--- src/rtl/vga_timing_gen.sv ---
// ---------------------------------------------------------------------------
// vga_timing_gen
//
// Parametrised VGA raster timing generator. Produces the pixel position,
// sync pulses, blanking flag and line/frame start strobes from a single
// system clock, with an integer clock-to-pixel divider and a pause input.
//
// Ports:
//   clk            system clock, all state changes on the rising edge
//   reset_n        asynchronous active-low reset
//   i_enable       1 = timing runs, 0 = all state frozen
//   o_pix_en       pixel-advance strobe (combinational from divider state)
//   hpos, vpos     current pixel column / line
//   o_hsync        horizontal sync at the H_SYNC_POL level
//   o_vsync        vertical sync at the V_SYNC_POL level
//   visible        current pixel lies in the active area
//   hmax, vmax     hpos / vpos sit on their last value
//   o_line_start   one-clk registered pulse after hpos wraps to 0
//   o_frame_start  one-clk registered pulse after vpos wraps to 0
//   o_frame_count  completed frames, mod 256
// ---------------------------------------------------------------------------
module vga_timing_gen #(
  parameter int H_VIEW     = 640,
  parameter int H_FRONT    = 16,
  parameter int H_SYNC     = 96,
  parameter int H_BACK     = 48,
  parameter int V_VIEW     = 480,
  parameter int V_FRONT    = 10,
  parameter int V_SYNC     = 2,
  parameter int V_BACK     = 33,
  parameter bit H_SYNC_POL = 1'b0,
  parameter bit V_SYNC_POL = 1'b0,
  parameter int CLK_DIV    = 1,
  parameter int W          = 10
) (
  input  logic         clk,
  input  logic         reset_n,
  input  logic         i_enable,
  output logic         o_pix_en,
  output logic [W-1:0] hpos,
  output logic [W-1:0] vpos,
  output logic         o_hsync,
  output logic         o_vsync,
  output logic         visible,
  output logic         hmax,
  output logic         vmax,
  output logic         o_line_start,
  output logic         o_frame_start,
  output logic [7:0]   o_frame_count
);

  localparam int H_TOTAL = H_VIEW + H_FRONT + H_SYNC + H_BACK;
  localparam int V_TOTAL = V_VIEW + V_FRONT + V_SYNC + V_BACK;

  // A divider of 1 still needs a one-bit counter so the port logic stays
  // uniform; it simply never leaves zero.
  localparam int DIV_W = (CLK_DIV > 1) ? $clog2(CLK_DIV) : 1;
  localparam logic [DIV_W-1:0] DIV_LAST = DIV_W'(CLK_DIV - 1);
  localparam logic [W-1:0]     H_LAST   = W'(H_TOTAL - 1);
  localparam logic [W-1:0]     V_LAST   = W'(V_TOTAL - 1);

  localparam int HS_START = H_VIEW + H_FRONT;
  localparam int HS_END   = H_VIEW + H_FRONT + H_SYNC;
  localparam int VS_START = V_VIEW + V_FRONT;
  localparam int VS_END   = V_VIEW + V_FRONT + V_SYNC;

  logic [DIV_W-1:0] div_cnt;
  logic             hsync_active;
  logic             vsync_active;

  // The pixel strobe fires on the last divider phase, but only while
  // enabled, so a pause also suppresses any counter advance.
  assign o_pix_en = i_enable && (div_cnt == DIV_LAST);

  // Clock divider: counts enabled clocks and wraps on the last phase. When
  // paused it holds, so counting resumes exactly where it stopped.
  always_ff @(posedge clk or negedge reset_n) begin
    if (!reset_n) begin
      div_cnt <= '0;
    end else if (i_enable) begin
      if (div_cnt == DIV_LAST) div_cnt <= '0;
      else                     div_cnt <= div_cnt + DIV_W'(1);
    end
  end

  // Raster counters, frame counter and start strobes. The strobes default
  // low every clock so each pulse lasts exactly one cycle, even if the
  // generator is paused right after the wrap.
  always_ff @(posedge clk or negedge reset_n) begin
    if (!reset_n) begin
      hpos          <= '0;
      vpos          <= '0;
      o_frame_count <= '0;
      o_line_start  <= 1'b0;
      o_frame_start <= 1'b0;
    end else begin
      o_line_start  <= 1'b0;
      o_frame_start <= 1'b0;
      if (o_pix_en) begin
        if (hpos != H_LAST) begin
          hpos <= hpos + W'(1);
        end else begin
          hpos         <= '0;
          o_line_start <= 1'b1;
          if (vpos != V_LAST) begin
            vpos <= vpos + W'(1);
          end else begin
            vpos          <= '0;
            o_frame_start <= 1'b1;
            o_frame_count <= o_frame_count + 8'd1;
          end
        end
      end
    end
  end

  // Decodes are taken straight from the registered counters so they line
  // up with hpos/vpos on the same cycle. Compares are done at int width so
  // a sync window ending exactly at the total cannot overflow W bits.
  assign visible      = (int'(hpos) < H_VIEW) && (int'(vpos) < V_VIEW);
  assign hsync_active = (int'(hpos) >= HS_START) && (int'(hpos) < HS_END);
  assign vsync_active = (int'(vpos) >= VS_START) && (int'(vpos) < VS_END);
  assign o_hsync      = hsync_active ? H_SYNC_POL : ~H_SYNC_POL;
  assign o_vsync      = vsync_active ? V_SYNC_POL : ~V_SYNC_POL;
  assign hmax         = (hpos == H_LAST);
  assign vmax         = (vpos == V_LAST);

endmodule

--- config.mk ---
export PLATFORM = sky130hd
export DESIGN_NAME = vga_timing_gen
export DESIGN_NICKNAME = d
export VERILOG_FILES = /design/src/rtl/vga_timing_gen.sv
export SDC_FILE = /design/constraint.sdc
export NUM_CORES = 1
export LEC_CHECK = 0
export CORE_MARGIN = 3
export CORE_UTILIZATION = 55
export DETAILED_ROUTE_END_ITERATION = 16
export DONT_BUFFER_PORTS = 1
export GPL_TIMING_DRIVEN = 0
export PLACE_DENSITY = 0.73
export SYNTH_ARGS = -nofsm -noshare
export SYNTH_HDL_FRONTEND = slang
export SYNTH_SLANG_ARGS = --single-unit
export TNS_END_PERCENT = 10
--- constraint.sdc ---
create_clock -name clk -period 1.85 [get_ports clk]
set_input_delay 0.37 -clock clk [delete_from_list [all_inputs] [get_ports clk]]
set_output_delay 0.37 -clock clk [all_outputs]
set_load 0.01 [all_outputs]
Word-level counts from Yosys, hierarchy flattened. Index checks and enable logic that the tools add are counted.

Add/subtract/negate cells: 4. Order comparisons: 6. Equality and inequality tests: 4. Multiplexer cells: 10. Bitwise logic cells: 3. Reduce and logical (&&, ||, !) cells: 6.

Operators with widths (count): adder 10 x 1 -> 10 bit, second input constant (2); == test 10 bit, second input constant (2); less-than comparator 10 bit, second input constant (2); less-than comparator 10 x 9 -> 1 bit, second input constant (2); 2-to-1 mux 10 bit (2); inequality test 10 bit, second input constant (2); greater-or-equal comparator 10 bit, second input constant (1); greater-or-equal comparator 10 x 9 -> 1 bit, second input constant (1); adder 8 x 1 -> 8 bit, second input constant (1); 2-to-1 mux 1 bit (8); logical AND 1 bit (4); NOT 1 bit (3); AND reduction 3 bit (1); AND reduction 2 bit (1); adder 1 bit, second input constant (1).

Flip-flop bits (word level): 31. Bits of input ports: 3. Output and inout port bits: 36. Word-level logic and storage cells: 39.

Depth between registers and ports, before layout. Gate-level depths: netlist of run 1.

Depth in word-level cells: 4. Gate-level depth with buffers: 8. Depth with buffers taken out: 7.

Worst setup path after synthesis of run 1. No wires, ideal clock.

Path kind: flip-flop to flip-flop. From: register vpos[0]. To: register o_frame_count[1]. Setup time: 128 ps. Arrival time: 1852 ps. Required time: 1722 ps. Path slack: -130 ps. Cell stages (with the launch flop): 8. Path buffers: 1. Clock period less this slack: 1980 ps. Cell sequence: dfrtp_1 inv_1 ha_1 nand4_1 or4_1 buf_6 nor2_2 mux2_1.

Word-level cells in the longest chain between the ends: 3.

Ends and longest elaborated chain: from (decl) (line 41) `output logic [W-1:0] vpos,`; from (signal assigned) (line 106) `vpos <= vpos + W'(1);`; inequality test 10 bit (line 105) `if (vpos != V_LAST) begin`; NOT 1 bit (no line); AND reduction 3 bit (no line); to (signal assigned) (line 110) `o_frame_count <= o_frame_count + 8'd1;`; to (decl) (line 49) `output logic [7:0] o_frame_count`.

No other way between the ends. A chain may end at the register's enable or synchronous reset.

Worst setup path after layout of run 1.
From: register vpos[4]. To: output port vmax.

Word-level cells in the longest chain between the ends: 1.

Ends and longest elaborated chain: == test 10 bit (line 126) `assign vmax = (vpos == V_LAST);`; to (decl) (line 46) `output logic vmax,`.

No other way between the ends.

==> results of run 1 <==
## logic make-up (layout without fill, tap and decap cells)
family	after synthesis	in the layout	synth area share, %
AND/OR/NAND/NOR	62	62	24.6
flip-flops	30	30	49.9
XOR/XNOR	16	16	9.32
AO/OA/AOI/OAI	15	15	5.99
buffers and inverters	12	24	3.83
adder cells (fa/ha/maj)	5	5	4.16
multiplexers	3	3	2.16
## state kept, by name, indices dropped and copies added (netlist names)
name / flops
hpos: 10
vpos: 10
o_frame_count: 8
o_frame_start: 1
o_line_start: 1
## power by group through the flow
stage | sequential (mW) | combinational, mW | clock, mW
finish | 0.827 | 0.175 | 0.413
global route | 0.837 | 0.195 | 0.451
CTS | 0.829 | 0.176 | 0.420
detailed placement | 0.830 | 0.138 | 0
global placement | 0.825 | 0.129 | 0
floorplan | 0.805 | 0.117 | 0
## metrics by stage
stage	TNS, ns	util, %
CTS	-2.31	67.1
finish	-1.54	68.1
floorplan	-0.306	-
global route	-2.44	68.1
global placement	-4.36	60.8
detailed placement	-5.43	60.8
## placed cells by master (no fill, tap or decap), drive strengths merged, types with 2 or more instances in the layout
cell type / instances
xor2: 8
nor3: 6
buf: 5
nand4: 10
ha: 5
clkbuf: 9
o21a: 2
mux2: 2
inv: 7
nor4: 3
or4: 2
nand2: 11
or3: 3
a31oi: 2
and3: 4
dfrtp: 30
xnor2: 8
nor2: 4
nand3: 12
a21oi: 4
o21ai: 4
## repair_timing
action                                  in CTS  in global routing
gates resized for setup                     18                 10
endpoints found under the setup margin      26                 18
pin swaps                                    3                  5
hold endpoints to repair                    30                  0
setup buffers                                2                  1
hold buffers                                 2                  0
## routing by layer
layer  global-route usage [%]  vias to the layer above  routed length, um
met1                     25.6                      573               1280
met3                     7.24                        5                252
met5                        0                        -                  0
met2                     34.1                       54               1590
li1                         -                      533                  -
met4                     7.95                        0                 31
## final timing paths
check	end	from
setup / recovery	vmax	vpos[4]$_DFFE_PN0P_
hold / removal	hpos[1]$_DFFE_PN0P_	i_enable
setup reg to reg	o_frame_count[7]$_DFFE_PN0P_	vpos[4]$_DFFE_PN0P_
hold reg to reg	o_frame_count[7]$_DFFE_PN0P_	o_frame_count[7]$_DFFE_PN0P_
max in group asynchronous	vpos[5]$_DFFE_PN0P_	reset_n
min in group asynchronous	hpos[0]$_DFFE_PN0P_	reset_n
## area by class of cell
type	count	share of cell area, %
Buffer	4	1.37
Multi-Input combinational cell	101	43.5
Clock inverter	2	0.722
Inverter	7	2.09
Tap cell	30	2.16
Timing Repair Buffer	5	3.25
Sequential cell	30	43.9
Clock buffer	6	2.96
## critical path, cell delays in order (launching register included)
cell and delay, ns:
sky130_fd_sc_hd__dfrtp_2 0.47, sky130_fd_sc_hd__or3_1 0.38, sky130_fd_sc_hd__or4_4 0.54, sky130_fd_sc_hd__inv_8 0.10
==> impl_results.html, run 1 <==
<table>
<tr><th>Metric</th><th>Value</th></tr>
<tr><th colspan="2">Cells and area</th></tr>
<tr><td>Synth-to-layout area growth</td><td>15.3%</td></tr>
<tr><td>Antenna diode count</td><td>0</td></tr>
<tr><td>Footprint of the flip-flops and latches</td><td>approximately 760 um^2</td></tr>
<tr><td>Post-route standard cell area excluding fillers</td><td>1730 um^2</td></tr>
<tr><td>Final Non-Filler Cells</td><td>185</td></tr>
<tr><td>Area taken by multi-input logic gates</td><td>754 um^2</td></tr>
<tr><td>Number of fillers in the final layout</td><td>191</td></tr>
<tr><td>Net total in the final layout</td><td>162</td></tr>
<tr><td>Share of post-route cells with drive strength above 1</td><td>27.1%</td></tr>
<tr><th colspan="2">Yosys</th></tr>
<tr><td>Cell type with the largest total area after synthesis</td><td>sky130_fd_sc_hd__dfrtp_1</td></tr>
<tr><td>Avg Inst Size Synth</td><td>10.5 um^2</td></tr>
<tr><td>Yosys Warn Count</td><td>0</td></tr>
<tr><td>Leading post-synthesis cells by instance count</td><td>30 x sky130_fd_sc_hd__dfrtp_1, 12 x sky130_fd_sc_hd__nand3_1, 11 x sky130_fd_sc_hd__nand2_1</td></tr>
<tr><td>Number of flops mapped to enable cells by yosys</td><td>0</td></tr>
<tr><td>Area share of the leading cell type in the synthesized netlist</td><td>49.9%</td></tr>
<tr><td>Async S/R FF share, synth</td><td>100%</td></tr>
<tr><td>Seq/Total Area, Yosys</td><td>between 40% and 50%</td></tr>
<tr><td>Net count after synthesis</td><td>151</td></tr>
<tr><td>Most instantiated library cell after synthesis</td><td>sky130_fd_sc_hd__dfrtp_1</td></tr>
<tr><td>Number of synthesized register bits</td><td>30</td></tr>
<tr><td>Top_reg_cell synth</td><td>sky130_fd_sc_hd__dfrtp_1</td></tr>
<tr><td>Post-synthesis cell type count</td><td>39</td></tr>
<tr><td>Netlist area before placement</td><td>1500 um^2</td></tr>
<tr><td>Dominant cells by area after synthesis</td><td>sky130_fd_sc_hd__dfrtp_1 50%, sky130_fd_sc_hd__xnor2_1 4.7%, sky130_fd_sc_hd__xor2_1 4.7%</td></tr>
<tr><td>Number of instances in the synthesized netlist</td><td>143</td></tr>
<tr><th colspan="2">STA</th></tr>
<tr><td>Post-route setup slack</td><td>-0.324 ns</td></tr>
<tr><td>Final count of hold timing violations</td><td>0</td></tr>
<tr><td>Worst clock skew</td><td>0.0148 ns</td></tr>
<tr><td>Unrepaired setup endpoints after global routing</td><td>yes</td></tr>
<tr><td>Worst Tran Pin Value</td><td>about 0.36 ns</td></tr>
<tr><td>Worst hold-check slack</td><td>roughly 0.43 ns</td></tr>
<tr><td>Final critical path time including I/O delays and setup</td><td>approximately 2.2 ns</td></tr>
<tr><td>Tcrit/Tclk final</td><td>118%</td></tr>
<tr><td>Worst slew margin</td><td>between 70% and 80%</td></tr>
<tr><td>Pins over their slew limit</td><td>0</td></tr>
<tr><td>Fmax</td><td>460 MHz</td></tr>
<tr><td>Number of endpoints failing setup at the final stage</td><td>9</td></tr>
<tr><th colspan="2">Critical path</th></tr>
<tr><td>Data arrival time of the worst path</td><td>between 1.5 and 2 ns</td></tr>
<tr><td>Req. time, crit path</td><td>1.48 ns</td></tr>
<tr><td>Crit start category</td><td>flop</td></tr>
<tr><td>Type of the setup path with the least slack</td><td>flop to output pin</td></tr>
<tr><td>Critical-path maximum fanout</td><td>6</td></tr>
<tr><td>Slack of the worst reg-to-reg path</td><td>-0.25 ns</td></tr>
<tr><td>Worst setup EP type</td><td>output pin</td></tr>
<tr><td>Register-to-Register Path Depth</td><td>5</td></tr>
<tr><th colspan="2">Power</th></tr>
<tr><td>Proportion of total power due to net switching</td><td>31.0%</td></tr>
<tr><td>Proportion of power drawn by flip-flops and latches</td><td>58.5%</td></tr>
<tr><td>Fraction of power consumed by the clock network</td><td>29.2%</td></tr>
<tr><td>Internal Dissipation</td><td>976 uW</td></tr>
<tr><td>Lkg Pwr</td><td>0.818 nW</td></tr>
<tr><td>Peak supply drop</td><td>0.653 mV</td></tr>
<tr><td>Share of total power in combinational logic</td><td>approximately 12%</td></tr>
<tr><td>Net switching component of the power</td><td>439 uW</td></tr>
<tr><td>Power per cell area</td><td>816 nW/um^2</td></tr>
<tr><td>Power, Total</td><td>1.41 mW</td></tr>
<tr><th colspan="2">Outcome</th></tr>
<tr><td>Run status</td><td>finished with violations</td></tr>
<tr><td>Failing checks</td><td>negative setup slack</td></tr>
<tr><th colspan="2">Floorplan</th></tr>
<tr><td>Core area</td><td>2540 um^2</td></tr>
<tr><td>Die boundary height</td><td>58.3 um</td></tr>
<tr><td>Top-level I/O count</td><td>39</td></tr>
<tr><td>Effective utilization at floorplan</td><td>59.1%</td></tr>
<tr><td>X dimension of the die</td><td>58.3 um</td></tr>
<tr><td>Die area</td><td>roughly 3400 um^2</td></tr>
<tr><td>Standard-cell rows</td><td>18</td></tr>
<tr><th colspan="2">Place</th></tr>
<tr><td>Detailed Place HPWL</td><td>approximately 2.2 mm</td></tr>
<tr><td>Post-placement worst setup slack</td><td>-0.372 ns</td></tr>
<tr><td>RD Place Congestion</td><td>0.799</td></tr>
<tr><td>Post-detailed-placement cell area</td><td>1550 um^2</td></tr>
<tr><td>Count of buffers from port buffering</td><td>0</td></tr>
<tr><td>Inst Count DP</td><td>around 170</td></tr>
<tr><th colspan="2">Detailed routing</th></tr>
<tr><td>DRC violation count after routing</td><td>0</td></tr>
<tr><td>Avg Vias per Cell</td><td>between 6 and 7</td></tr>
<tr><td>Final antenna-violating net count</td><td>0</td></tr>
<tr><td>Average wire per cell in the routed design</td><td>17.1 um</td></tr>
<tr><td>Post-detailed-routing wire length</td><td>3.16 mm</td></tr>
<tr><td>Via count</td><td>1,165</td></tr>
<tr><td>1st-pass router iterations</td><td>4</td></tr>
<tr><td>Starting DRT DRC Count</td><td>63</td></tr>
<tr><th colspan="2">Global routing</th></tr>
<tr><td>Antenna violations before repair</td><td>0</td></tr>
<tr><td>Remaining Overflow, GRT</td><td>0</td></tr>
<tr><td>Combined global-route utilization of all metal layers</td><td>between 20% and 30%</td></tr>
<tr><td>Largest net degree at the start of global routing</td><td>31</td></tr>
<tr><td>First-pass GRT wire length</td><td>5.45 mm</td></tr>
<tr><td>Number of global-route vias before repair</td><td>between 1k and 1.5k</td></tr>
<tr><th colspan="2">Clock network</th></tr>
<tr><td>Root buffer selected by CTS</td><td>sky130_fd_sc_hd__clkbuf_4</td></tr>
<tr><td>Depth of the CTS H-tree</td><td>2</td></tr>
<tr><td>Reg clk slew, reported paths</td><td>about 0.1 ns</td></tr>
<tr><td>Number of clock buffers inserted by TritonCTS</td><td>5</td></tr>
<tr><td>Max Root-Sink Buffers</td><td>2</td></tr>
<tr><td># clock sinks</td><td>30</td></tr>
<tr><td>CTS tree</td><td>yes</td></tr>
<tr><td>Worst skew pair latency</td><td>around 0.32 ns</td></tr>
<tr><th colspan="2">Worst hold path</th></tr>
<tr><td>Worst hold path cell count</td><td>3</td></tr>
<tr><td>Tightest Hold Check Type</td><td>input pin to flop</td></tr>
<tr><th colspan="2">Run</th></tr>
<tr><td>Max-cap viol count</td><td>0</td></tr>
</table>
Power figures use the tool's default switching activity.
==> run 2, diff against run 1 <==
--- a/config.mk
+++ b/config.mk
@@ -10,7 +10,8 @@
 export DETAILED_ROUTE_END_ITERATION = 16
 export DONT_BUFFER_PORTS = 1
 export GPL_TIMING_DRIVEN = 0
-export PLACE_DENSITY = 0.73
+export PLACE_DENSITY_LB_ADDON = 0.08
+export SKIP_CTS_REPAIR_TIMING = 1
 export SYNTH_ARGS = -nofsm -noshare
 export SYNTH_HDL_FRONTEND = slang
 export SYNTH_SLANG_ARGS = --single-unit
==> impl_results.html, run 2 (synthesis gave the netlist of run 1 again) <==
<table>
<tr><th>Metric</th><th>Value</th></tr>
<tr><th colspan="2">Cells and area</th></tr>
<tr><td>Largest regs</td><td>hpos (10), vpos (10), o_frame_count (8)</td></tr>
<tr><td>Antenna diode count</td><td>0</td></tr>
<tr><td>Commonest cells after routing, fill and taps aside</td><td>22 x sky130_fd_sc_hd__dfrtp_1, 11 x sky130_fd_sc_hd__nand3_1, 11 x sky130_fd_sc_hd__nand2_1</td></tr>
<tr><td>Share of post-route cells with drive strength above 1</td><td>27.4%</td></tr>
<tr><td>Util after Layout</td><td>70.4%</td></tr>
<tr><td>Number of fillers in the final layout</td><td>approximately 190</td></tr>
<tr><td>Final Non-Filler Cells</td><td>187</td></tr>
<tr><td>Synth-to-layout area growth</td><td>19.1%</td></tr>
<tr><td>Net total in the final layout</td><td>164</td></tr>
<tr><td>Commonest non-fill, non-tap cell in the layout</td><td>sky130_fd_sc_hd__dfrtp_1</td></tr>
<tr><td>Post-route standard cell area excluding fillers</td><td>1790 um^2</td></tr>
<tr><th colspan="2">Power</th></tr>
<tr><td>Power, Total</td><td>1.48 mW</td></tr>
<tr><td>Lkg Pwr</td><td>0.863 nW</td></tr>
<tr><td>Net switching component of the power</td><td>429 uW</td></tr>
<tr><td>Fraction of power consumed by the clock network</td><td>between 30% and 40%</td></tr>
<tr><td>Proportion of power drawn by flip-flops and latches</td><td>between 50 and 60%</td></tr>
<tr><td>Share of total power in combinational logic</td><td>11.6%</td></tr>
<tr><td>Internal Dissipation</td><td>roughly 1.1 mW</td></tr>
<tr><td>Power per cell area</td><td>a little over 800 nW/um^2</td></tr>
<tr><td>Peak supply drop</td><td>0.769 mV</td></tr>
<tr><td>Proportion of total power due to net switching</td><td>29.0%</td></tr>
<tr><th colspan="2">Place</th></tr>
<tr><td>Count of buffers from port buffering</td><td>0</td></tr>
<tr><td>Inst Count DP</td><td>173</td></tr>
<tr><td>Post-placement worst setup slack</td><td>-0.406 ns</td></tr>
<tr><td>Detailed Place HPWL</td><td>2.16 mm</td></tr>
<tr><td>RD Place Congestion</td><td>0.753</td></tr>
<tr><td>Post-detailed-placement cell area</td><td>1550 um^2</td></tr>
<tr><th colspan="2">Floorplan</th></tr>
<tr><td>Core area</td><td>2540 um^2</td></tr>
<tr><td>Die area</td><td>between 3000 and 4000 um^2</td></tr>
<tr><td>Standard-cell rows</td><td>18</td></tr>
<tr><td>Effective utilization at floorplan</td><td>59.1%</td></tr>
<tr><td>X dimension of the die</td><td>58.3 um</td></tr>
<tr><td>Top-level I/O count</td><td>39</td></tr>
<tr><td>Die boundary height</td><td>58.3 um</td></tr>
<tr><th colspan="2">Detailed routing</th></tr>
<tr><td>Average wire per cell in the routed design</td><td>16.5 um</td></tr>
<tr><td>Avg Vias per Cell</td><td>6.11</td></tr>
<tr><td>1st-pass router iterations</td><td>4</td></tr>
<tr><td>Routed length on met2</td><td>between 1 and 1.5 mm</td></tr>
<tr><td>Detailed route wirelength on metal3</td><td>between 200 and 250 um</td></tr>
<tr><td>Uppermost layer routed</td><td>met4</td></tr>
<tr><td>Via count</td><td>1,142</td></tr>
<tr><td>DRC violation count after routing</td><td>0</td></tr>
<tr><td>M1 WL</td><td>1.39 mm</td></tr>
<tr><td>Final antenna-violating net count</td><td>0</td></tr>
<tr><td>Starting DRT DRC Count</td><td>46</td></tr>
<tr><td>Post-detailed-routing wire length</td><td>3.08 mm</td></tr>
<tr><th colspan="2">STA</th></tr>
<tr><td>Worst hold-check slack</td><td>0.435 ns</td></tr>
<tr><td>Tcrit/Tclk final</td><td>121%</td></tr>
<tr><td>Fmax</td><td>447 MHz</td></tr>
<tr><td>Worst Tran Pin Value</td><td>0.359 ns</td></tr>
<tr><td>Number of endpoints failing setup at the final stage</td><td>13</td></tr>
<tr><td>Final count of hold timing violations</td><td>0</td></tr>
<tr><td>Final critical path time including I/O delays and setup</td><td>~2.2 ns</td></tr>
<tr><td>Post-route setup slack</td><td>-0.385 ns</td></tr>
<tr><td>Worst slew margin</td><td>between 70% and 80%</td></tr>
<tr><td>Accumulated negative setup slack</td><td>-2.03 ns</td></tr>
<tr><td>Pins over their slew limit</td><td>0</td></tr>
<tr><td>Worst clock skew</td><td>0.00978 ns</td></tr>
<tr><td>Unrepaired setup endpoints after global routing</td><td>yes</td></tr>
<tr><th colspan="2">Global routing</th></tr>
<tr><td>Largest net degree at the start of global routing</td><td>31</td></tr>
<tr><td>Antenna violations before repair</td><td>0</td></tr>
<tr><td>Remaining Overflow, GRT</td><td>0</td></tr>
<tr><td>First-pass GRT wire length</td><td>5.13 mm</td></tr>
<tr><td>Combined global-route utilization of all metal layers</td><td>just over 20%</td></tr>
<tr><td>Number of global-route vias before repair</td><td>1,043</td></tr>
<tr><th colspan="2">Clock network</th></tr>
<tr><td>Depth of the CTS H-tree</td><td>2</td></tr>
<tr><td>Max Root-Sink Buffers</td><td>2</td></tr>
<tr><td>CTS tree</td><td>yes</td></tr>
<tr><td>Worst skew pair latency</td><td>about 0.33 ns</td></tr>
<tr><td>Number of clock buffers inserted by TritonCTS</td><td>5</td></tr>
<tr><td>Reg clk slew, reported paths</td><td>about 0.10 ns</td></tr>
<tr><td>Root buffer selected by CTS</td><td>sky130_fd_sc_hd__clkbuf_4</td></tr>
<tr><td># clock sinks</td><td>30</td></tr>
<tr><th colspan="2">Outcome</th></tr>
<tr><td>Run status</td><td>finished with violations</td></tr>
<tr><td>Failing checks</td><td>negative setup slack</td></tr>
<tr><th colspan="2">Critical path</th></tr>
<tr><td>Critical-path maximum fanout</td><td>6</td></tr>
<tr><td>Req. time, crit path</td><td>1.48 ns</td></tr>
<tr><td>Data arrival time of the worst path</td><td>1.87 ns</td></tr>
<tr><td>Worst setup EP type</td><td>output pin</td></tr>
<tr><td>Type of the setup path with the least slack</td><td>flop to output pin</td></tr>
<tr><td>Crit start category</td><td>flop</td></tr>
<tr><th colspan="2">Run</th></tr>
<tr><td>Max-cap viol count</td><td>0</td></tr>
<tr><th colspan="2">Worst hold path</th></tr>
<tr><td>Tightest Hold Check Type</td><td>input pin to flop</td></tr>
</table>
## run 2: area by class of cell
| type | instances | area [um^2] | area share (%) |
|---|---|---|---|
| plain buffers | 5 | 43.8 | 2.45 |
| well taps | 30 | 37.5 | 2.10 |
| flip-flops and latches | 30 | 761 | 42.5 |
| clock buffers | 8 | 78.8 | 4.40 |
| multi-input cells | 101 | 767 | 42.8 |
| inverters | 7 | 41.3 | 2.31 |
| repair buffers | 6 | 61.3 | 3.42 |
## run 2: path summary, 6_finish.rpt
check                                         start                      endpoint  slack, ns  depth (start not counted)
worst max-delay path            vpos[7]$_DFFE_PN0P_                          vmax      -0.39                          4
worst min-delay path                       i_enable           hpos[1]$_DFFE_PN0P_       0.44                          3
worst max register to register  vpos[7]$_DFFE_PN0P_  o_frame_count[1]$_DFFE_PN0P_      -0.31                          6
worst min register to register  vpos[7]$_DFFE_PN0P_           vpos[7]$_DFFE_PN0P_       0.53                          1
max in group asynchronous                   reset_n           hpos[1]$_DFFE_PN0P_       1.20                          2
min in group asynchronous                   reset_n           vpos[6]$_DFFE_PN0P_       0.47                          2
## run 2: power by group through the flow
| stage | sequential [mW] | combinational [mW] | clock [mW] |
|---|---|---|---|
| 2_1_floorplan | 0.805 | 0.117 | 0 |
| 3_3_place_gp | 0.825 | 0.131 | 0 |
| 3_5_place_dp | 0.826 | 0.136 | 0 |
| 4_1_cts | 0.814 | 0.137 | 0.501 |
| 5_1_grt | 0.836 | 0.196 | 0.539 |
| 6_report | 0.822 | 0.172 | 0.488 |
## run 2: critical path, cell delays in order, from the launching register on
cell and delay, ns:
sky130_fd_sc_hd__dfrtp_2 0.46, sky130_fd_sc_hd__or3_1 0.37, sky130_fd_sc_hd__or4_4 0.50, sky130_fd_sc_hd__buf_12 0.15, sky130_fd_sc_hd__clkinv_8 0.05
## run 2: routing by layer
metal / global-route usage, % / up-vias
li1: - / 543
met1: 27.4 / 559
met2: 28.9 / 38
met3: 8.55 / 2
met4: 7.95 / 0
met5: 0 / -
